**src/rtl/uart_tx_buffered.sv**
```systemverilog
// Buffered UART transmitter: a valid/ready write port feeds a FIFO that drains into
// an 8N1-style serializer with optional parity and one or two stop bits.
module uart_tx_buffered #(
  parameter int CLK_FREQ   = 50000000,
  parameter int BAUD       = 9600,
  parameter int DEPTH      = 16,
  parameter int PARITY_EN  = 0,
  parameter int PARITY_ODD = 0,
  parameter int STOP_BITS  = 1
) (
  input  logic                     clk,
  input  logic                     reset,
  input  logic                     wr_valid,
  input  logic [7:0]               wr_data,
  output logic                     wr_ready,
  output logic                     tx,
  output logic                     tx_busy,
  output logic [$clog2(DEPTH):0]   fifo_count
);

  localparam int BAUD_DIV = CLK_FREQ / BAUD;
  localparam int AW       = $clog2(DEPTH);
  localparam int STOP_LEN = STOP_BITS * BAUD_DIV;
  localparam int CNT_W    = $clog2(STOP_LEN);
  localparam logic [CNT_W-1:0] BIT_LAST  = CNT_W'(BAUD_DIV - 1);
  localparam logic [CNT_W-1:0] STOP_LAST = CNT_W'(STOP_LEN - 1);
  localparam logic [AW:0]      FULL      = (AW+1)'(DEPTH);
  localparam logic             PAR_EN    = (PARITY_EN != 0);
  localparam logic             PAR_ODD   = (PARITY_ODD != 0);

  typedef enum logic [2:0] {IDLE, START, DATA, PARITY, STOP} state_t;

  state_t           state, state_next;
  logic [7:0]       mem [DEPTH];
  logic [AW-1:0]    wr_ptr, rd_ptr;
  logic [AW:0]      count;
  logic [7:0]       shift_reg, shift_next;
  logic [CNT_W-1:0] baud_cnt, baud_next;
  logic [2:0]       bit_idx, bit_next;
  logic             tx_next, busy_next;
  logic             push, pop;

  assign wr_ready   = (count != FULL);
  assign push       = wr_valid && wr_ready;
  assign fifo_count = count;

  // Storage is not reset; reset only empties the queue via the pointers and count.
  always_ff @(posedge clk) begin
    if (push) mem[wr_ptr] <= wr_data;
  end

  always_ff @(posedge clk or posedge reset) begin
    if (reset) begin
      wr_ptr <= '0;
      rd_ptr <= '0;
      count  <= '0;
    end else begin
      if (push) wr_ptr <= wr_ptr + 1'b1;
      if (pop)  rd_ptr <= rd_ptr + 1'b1;
      case ({push, pop})
        2'b10:   count <= count + 1'b1;
        2'b01:   count <= count - 1'b1;
        default: count <= count;
      endcase
    end
  end

  always_ff @(posedge clk or posedge reset) begin
    if (reset) begin
      state     <= IDLE;
      baud_cnt  <= '0;
      bit_idx   <= '0;
      shift_reg <= '0;
      tx        <= 1'b1;
      tx_busy   <= 1'b0;
    end else begin
      state     <= state_next;
      baud_cnt  <= baud_next;
      bit_idx   <= bit_next;
      shift_reg <= shift_next;
      tx        <= tx_next;
      tx_busy   <= busy_next;
    end
  end

  // tx is only ever loaded on a bit boundary, so the line is glitch-free.
  always_comb begin
    state_next = state;
    baud_next  = baud_cnt;
    bit_next   = bit_idx;
    shift_next = shift_reg;
    tx_next    = tx;
    busy_next  = tx_busy;
    pop        = 1'b0;
    case (state)
      IDLE: begin
        tx_next   = 1'b1;
        busy_next = 1'b0;
        if (count != '0) begin
          pop        = 1'b1;
          shift_next = mem[rd_ptr];
          tx_next    = 1'b0;
          busy_next  = 1'b1;
          baud_next  = '0;
          state_next = START;
        end
      end
      START: begin
        if (baud_cnt == BIT_LAST) begin
          baud_next  = '0;
          bit_next   = '0;
          tx_next    = shift_reg[0];
          state_next = DATA;
        end else begin
          baud_next = baud_cnt + 1'b1;
        end
      end
      DATA: begin
        if (baud_cnt == BIT_LAST) begin
          baud_next = '0;
          if (bit_idx == 3'd7) begin
            if (PAR_EN) begin
              tx_next    = (^shift_reg) ^ PAR_ODD;
              state_next = PARITY;
            end else begin
              tx_next    = 1'b1;
              state_next = STOP;
            end
          end else begin
            bit_next = bit_idx + 3'd1;
            tx_next  = shift_reg[bit_idx + 3'd1];
          end
        end else begin
          baud_next = baud_cnt + 1'b1;
        end
      end
      PARITY: begin
        if (baud_cnt == BIT_LAST) begin
          baud_next  = '0;
          tx_next    = 1'b1;
          state_next = STOP;
        end else begin
          baud_next = baud_cnt + 1'b1;
        end
      end
      STOP: begin
        // A queued byte starts its start bit right as the stop period ends.
        if (baud_cnt == STOP_LAST) begin
          baud_next = '0;
          if (count != '0) begin
            pop        = 1'b1;
            shift_next = mem[rd_ptr];
            tx_next    = 1'b0;
            state_next = START;
          end else begin
            tx_next    = 1'b1;
            busy_next  = 1'b0;
            state_next = IDLE;
          end
        end else begin
          baud_next = baud_cnt + 1'b1;
        end
      end
      default: begin
        state_next = IDLE;
        tx_next    = 1'b1;
        busy_next  = 1'b0;
      end
    endcase
  end

endmodule

```
**config.mk**
```make
export PLATFORM = sky130hd
export DESIGN_NAME = uart_tx_buffered
export DESIGN_NICKNAME = d
export VERILOG_FILES = /design/src/rtl/uart_tx_buffered.sv
export SDC_FILE = /design/constraint.sdc
export NUM_CORES = 1
export LEC_CHECK = 0
export ABC_AREA = 1
export CAP_MARGIN = 20
export CORE_MARGIN = 4
export CORE_UTILIZATION = 62
export DETAILED_ROUTE_END_ITERATION = 12
export GPL_ROUTABILITY_DRIVEN = 0
export GPL_TIMING_DRIVEN = 0
export PLACE_DENSITY_LB_ADDON = 0.08
export SYNTH_ARGS = -nofsm -noshare
export SYNTH_HDL_FRONTEND = slang
export SYNTH_SLANG_ARGS = --single-unit
```
**constraint.sdc**
```tcl
create_clock -name clk -period 3.3 [get_ports clk]
set_clock_uncertainty 0.15 [all_clocks]
set_input_delay 0.66 -clock clk [delete_from_list [all_inputs] [get_ports clk]]
set_output_delay 0.66 -clock clk [all_outputs]
set_load 0.01 [all_outputs]
```
==> metrics.log <==
[metrics] outcome: finished, final reports clean
[metrics] layout cells sized above 1: 6.96%
[metrics] Initial Utilization: 63.1%
[metrics] critical path endpoint category: register
[metrics] post-route clock period utilization: between 90% and 100%
[metrics] worst-case clock buffer depth: 2
[metrics] die span in x: 121 microns
[metrics] Post-DRT Antenna Nets: 0
[metrics] CP startpoint kind: register
[metrics] Setup violations, final: 0
[metrics] power per standard cell area: 847 nW/um^2
[metrics] aggregate negative setup slack: 0 ns
[metrics] first-iteration detailed-routing DRC count: approximately 560
[metrics] placed insts: about 1.0k
[metrics] worst relative slew slack: 42.0%
[metrics] fin. max-slew vios: 0
[metrics] summed instance area of the synthesized netlist: 7970 sq um
[metrics] number of clock sinks: 170
[metrics] clock insertion delay at the later pin of the skew report: between 0.4 and 0.5 ns
[metrics] clock transition at the register clock pins on the worst setup and hold paths after CTS: 0.06 ns
[metrics] # IOs: 19
[metrics] detailed-route DRC error count: 0
[metrics] final hold viol count: 0
[metrics] overall track demand over capacity in global routing: 25.1%
[metrics] number of nets in the final layout: 916
[metrics] post-CTS resize count: 0
[metrics] via count of the first global-routing pass: 5522
[metrics] number of violations of the max-capacitance limit: 0
[metrics] clock root buffer master: clkbuf_16
[metrics] GRT busiest layer: met2
[metrics] H-tree depth: 4
[metrics] global routing usage on met1: 35.8%
[metrics] proportion of synthesized chip area in sequential cells: 61.5%
[metrics] largest net degree at the start of global routing: 43
[metrics] met3 Track Usage GR: slightly above 4%
[metrics] worst IR drop on VDD: 535 uV
[metrics] Num CTS Buffers: 17
[metrics] Warnings, synthesis: 0
[metrics] floorplan die area: 14700 sq um
[metrics] mean cell area of the mapped netlist: 9.32 sq um
[metrics] register bit count reported by yosys: 170
[metrics] WP buf/inv: 3
[metrics] Min Hold Slack: 0.336 ns
[metrics] Worst Path Required: between 3 and 4 ns
[metrics] quantity of I/O buffers inserted on ports: 18
[metrics] vias per std cell: 5.45
[metrics] first-pass GRT wire length: 27.9 mm
[metrics] number of cells in the finished layout apart from fillers: 1077
[metrics] Most common cell on crit path: nand2_1
[metrics] worst setup path class: register to register
[metrics] Leak: 3.97 nW
[metrics] number of antenna diodes: 0
[metrics] met2 layer usage reported by global route: 38.6%
[metrics] min-delay worst type: register to register
[metrics] WL per Instance: 16.2 microns
[metrics] Vias: 5869
[metrics] biggest fanout along the worst timing path: 10
[metrics] Die Ht: between 100 and 150 microns
[metrics] Synth Instances: 855
[metrics] library cells used by synthesis: 34
[metrics] flip-flop count of the largest register after layout: around 130
[metrics] number of antenna violations at the first check in global routing: 0
[metrics] aggregate global routing overflow: 0
[metrics] worst slew pin tran: about 0.87 ns
[metrics] cell at the slowest stage of the critical path: dfrtp_1
[metrics] top cell family by delay on the critical path: adder cells
[metrics] maximum operating frequency: around 0.33 GHz
[metrics] dpl hpwl: 11.9 mm
[metrics] fin crit period: about 3.1 ns
[metrics] setup repair after global routing missed its margin: no
[metrics] proportion of register bits with asynchronous set or reset after synthesis: 24.7%
[metrics] floorplan row count: 41
[metrics] layout-stage area growth over the synthesis result: 12.4%
[metrics] critical path's largest stage delay: ~0.39 ns
[metrics] CP cell instances: ha_1, nand2_2, nor2_4, nand3_4, o21ai_4, buf_6, ha_2, inv_1, fa_1, inv_1, nand2_1, nand2_1, a21oi_1, xor2_1, nand2_1, nand2_1
[metrics] count of hold buffers inserted by post-cts repair: 0
[metrics] number of enable-type register cells in the synthesized netlist: 128
[metrics] total wirelength of the detailed-routed design: 17.4 mm
[metrics] post-synthesis net count: 879
[metrics] number of buffers added for setup after CTS: 0
[metrics] TritonCTS clock tree: yes
[metrics] endpoint arrival time on the critical path: 3.23 ns
[metrics] floorplan core area: 12600 sq um
[metrics] number of optimization iterations in the first detailed-route pass: 6
[metrics] prevailing post-synth register cell: edfxtp_1
==> kinds of logic after synthesis <==
kind of cell | Yosys count | share of synthesized area [%]
AOI/OAI and AO/OA | 33 | 2.37
and+or+nand+nor | 459 | 24.5
buffers and inverters | 170 | 8.39
DFF | 170 | 61.5
adders and majority gates | 13 | 2.14
xor gates and xnor gates | 10 | 1.10
==> power breakdown <==
part	leakage [nW]	total, mW	internal, mW	switching, mW
Combinational	2.00	2.76	0.881	1.88
Sequential	1.69	2.85	2.66	0.195
Clock	0.277	1.97	1.13	0.846
==> layer usage <==
layer,share of wire (%),vias to the layer above
met2,47,241
met4,3.0,0
met1,42,2761
met3,7.9,41
met5,0,-
li1,-,2826
==> final cells by class <==
class | count | area, sq um
fill | 942 | 3670
clock inverter | 15 | 163
inverter | 143 | 537
timing repair buffer | 18 | 180
multi-input combinational | 515 | 2400
buffer | 27 | 131
tap | 172 | 215
sequential | 170 | 4900
clock buffer | 17 | 425
==> layout by cell type, fill, tap and decap left out, types with 2 or more instances in the layout <==
cell type        netlist  final
inv_6                  0      5
nor2_1                33     33
edfxtp_1             128    128
nand4_1                8      8
nor2_2                 3      3
xnor2_1                2      2
dfrtp_1               41     41
ha_1                  12     11
buf_1                  3      3
a21oi_1                5      5
o21bai_1               2      2
clkinv_1               2      3
clkdlybuf4s50_1        0     18
inv_1                138    137
clkbuf_1               7      7
nor2_4                 2      2
o21ai_1                2      2
bufinv_16              0      2
clkbuf_16              0     17
xor2_1                 8      8
nand2_1              278    278
nor3_1                 2      2
inv_2                  3      4
o22ai_1                2      2
nand3_1              129    129
o21ai_0               19     19
clkinvlp_4             0      4
buf_2                 15     15
==> worst reg2reg max path, stage by stage, from the launching register on <==
cell	delay, ns
dfrtp_1	0.39
ha_1	0.30
nand2_2	0.14
nor2_4	0.15
nand3_4	0.11
o21ai_4	0.28
buf_6	0.19
ha_2	0.26
inv_1	0.07
fa_1	0.39
inv_1	0.07
nand2_1	0.06
nand2_1	0.07
a21oi_1	0.07
xor2_1	0.14
nand2_1	0.07
nand2_1	0.05
==> path summary, 6_finish.rpt <==
path / start / endpoint / slack [ns] / depth (start not counted)
setup / recovery: baud_cnt[0] / fifo_count[4] / 0.24 / 16
hold / removal: shift_reg[6] / shift_reg[6] / 0.34 / 2
setup reg to reg: baud_cnt[0] / fifo_count[4] / 0.24 / 16
hold reg to reg: shift_reg[6] / shift_reg[6] / 0.34 / 2
max in group asynchronous: reset / rd_ptr[0] / 1.85 / 2
min in group asynchronous: reset / fifo_count[3] / 0.59 / 2
==> cells in the mapped netlist, types with 3 or more instances <==
master,count,area (sq um)
xor2_1,8,70.1
nand2_1,278,1040
edfxtp_1,128,3840
ha_1,12,150
inv_1,138,518
buf_2,15,75.1
clkbuf_1,7,26.3
nand3_1,129,646
nor2_2,3,18.8
a21oi_1,5,25.0
o21ai_0,19,95.1
nand4_1,8,50.1
inv_2,3,11.3
dfrtp_1,41,1030
nor2_1,33,124
buf_1,3,11.3
==> through the flow <==
step	power [mW]	worst slack, ns	area (sq um)	util [%]
2_1_floorplan	4.75	0.596	7970	-
3_3_place_gp	5.51	0.296	8360	66.3
3_5_place_dp	5.60	0.219	8360	66.3
4_1_cts	7.57	0.149	8950	70.9
5_1_grt	8.06	0.0521	8950	70.9
6_report	7.58	0.235	8950	70.9
Power figures use the tool's default switching activity.
==> patch: new RTL, config.mk and constraints unchanged <==
Re-encode `state_t` (5 states) as one-hot, 5 bits wide.
--- a/src/rtl/uart_tx_buffered.sv
+++ b/src/rtl/uart_tx_buffered.sv
@@ -28,7 +28,7 @@
   localparam logic             PAR_EN    = (PARITY_EN != 0);
   localparam logic             PAR_ODD   = (PARITY_ODD != 0);
 
-  typedef enum logic [2:0] {IDLE, START, DATA, PARITY, STOP} state_t;
+  typedef enum logic [4:0] {IDLE = 5'b00001, START = 5'b00010, DATA = 5'b00100, PARITY = 5'b01000, STOP = 5'b10000} state_t;
 
   state_t           state, state_next;
   logic [7:0]       mem [DEPTH];
Behaviour: same outputs for any inputs over 10 cycles, from zero or initial values and one cycle with reset high; not proved beyond that.
==> patch against the original RTL <==
Sequential cell count increased by 1; area after synthesis decreased by 2.4%; power increased by 0.94%; worst setup slack improved by 140 ps; routed wire length increased by 5.1%; cell area decreased by 2.2%; utilization increased by 1.0 points; critical path depth increased by 2; highest routed layer unchanged; critical endpoint unchanged.
==> patch: results (changes against the original RTL) <==
setup_path:
  cp_max_fo: 11  # +1
  max_stage_delay_ps: 430  # +40 ps
  critPathTopFamily: "simple AND/OR/NAND/NOR gates"
cells_and_area:
  num-nets-final: 839  # -8.4%
  n_all_buffers: 49  # +8.9%
  seq-cell-share_pct: 56.2  # +1.5 points
  fillers: 902  # -4.2%
  clkbuf_count: 18  # +1
  clkCellAreaFrac_pct: 6.63  # +0.064 points
  drive_gt1_share_pct: 9.42  # +2.5 points
  comb.multi_input.count: 533  # +3.5%
  fin_util_pct: 72.0  # +1.0 points
  multi_input_area_share_pct: 28.9  # +2.1 points
place:
  placed_cell_area_um2: 8170  # -2.3%
  placed_cells: 964  # -7.8%
  dp_hpwl_um: 12600  # +5.4%
detailed_routing:
  wl_per_cell_um: 18.4  # +14%
  drt-met1-wl_um: 6870  # -6.7%
  drtIter0Drc: 577  # +4.0%
  wl_met3_um: 1370  # -0.29%
  wl_met2_um: 9290  # +14%
  vias: 5727  # -2.4%
yosys:
  netlist_instances: 777  # -9.1%
  syn-num-nets: 800  # -9.0%
  synth_top_area_share_pct: 49.5  # +1.2 points
  synth_compound_area_share_pct: 4.89  # +2.5 points
  synthArstFlopShare_pct: 25.1  # +0.44 points
  synthTopCellsByArea: "edfxtp_1 (49%), dfrtp_1 (13%), nand2_1 (8.8%)"
  synth_fa_ha_area_share_pct: 1.93  # -0.20 points
  synthTopCellsByCount: "nand2_1 (183), nor2_1 (129), edfxtp_1 (128)"
  synthXorXnorAreaFrac_pct: 1.35  # +0.25 points
floorplan:
  die_w_um: 120  # -1.1%
power_and_ir_drop:
  vdd_drop_max_mv: 0.438  # -18%
  leakagePower_nw: 3.46  # -13%
global_routing:
  track_usage_pct: 26.7  # +1.6 points
  grtUsageMet1_pct: 31.6  # -4.3 points
  grt_util_met2_pct: 45.7  # +7.1 points
  grt_max_degree: 44  # +2.3%
timing:
  tightest_slew_ps: 1120  # +249 ps
status:
  status: "completed"
patch: cell count changes in the layout (fill, tap and decap cells not counted), moves of 4 or more:
cell	change
inv_1	-102
nor2_1	+96
nand2_1	-95
nand3_1	-40
o21ai_0	+33
o21ai_1	+13
a21oi_1	-5
inv_6	-4
nand2_2	+4
patch: path summary, 6_finish.rpt:
path | startpoint | end | slack, ps | depth (start not counted)
max | baud_cnt[0] | fifo_count[4] | 370 | 18
min | tx | tx | 320 | 2
max reg2reg | baud_cnt[0] | fifo_count[4] | 370 | 18
min reg2reg | tx | tx | 320 | 2
max in group asynchronous | reset | shift_reg[1] | 1850 | 2
min in group asynchronous | reset | baud_cnt[0] | 600 | 2
patch: where the power goes:
group          internal [mW]  switching (mW)  leakage, nW  total [mW]
sequential              2.67           0.185         1.71        2.85
combinational          0.923            1.91         1.47        2.83
clock                   1.18           0.790        0.281        1.97
total                   4.77            2.89         3.46        7.66
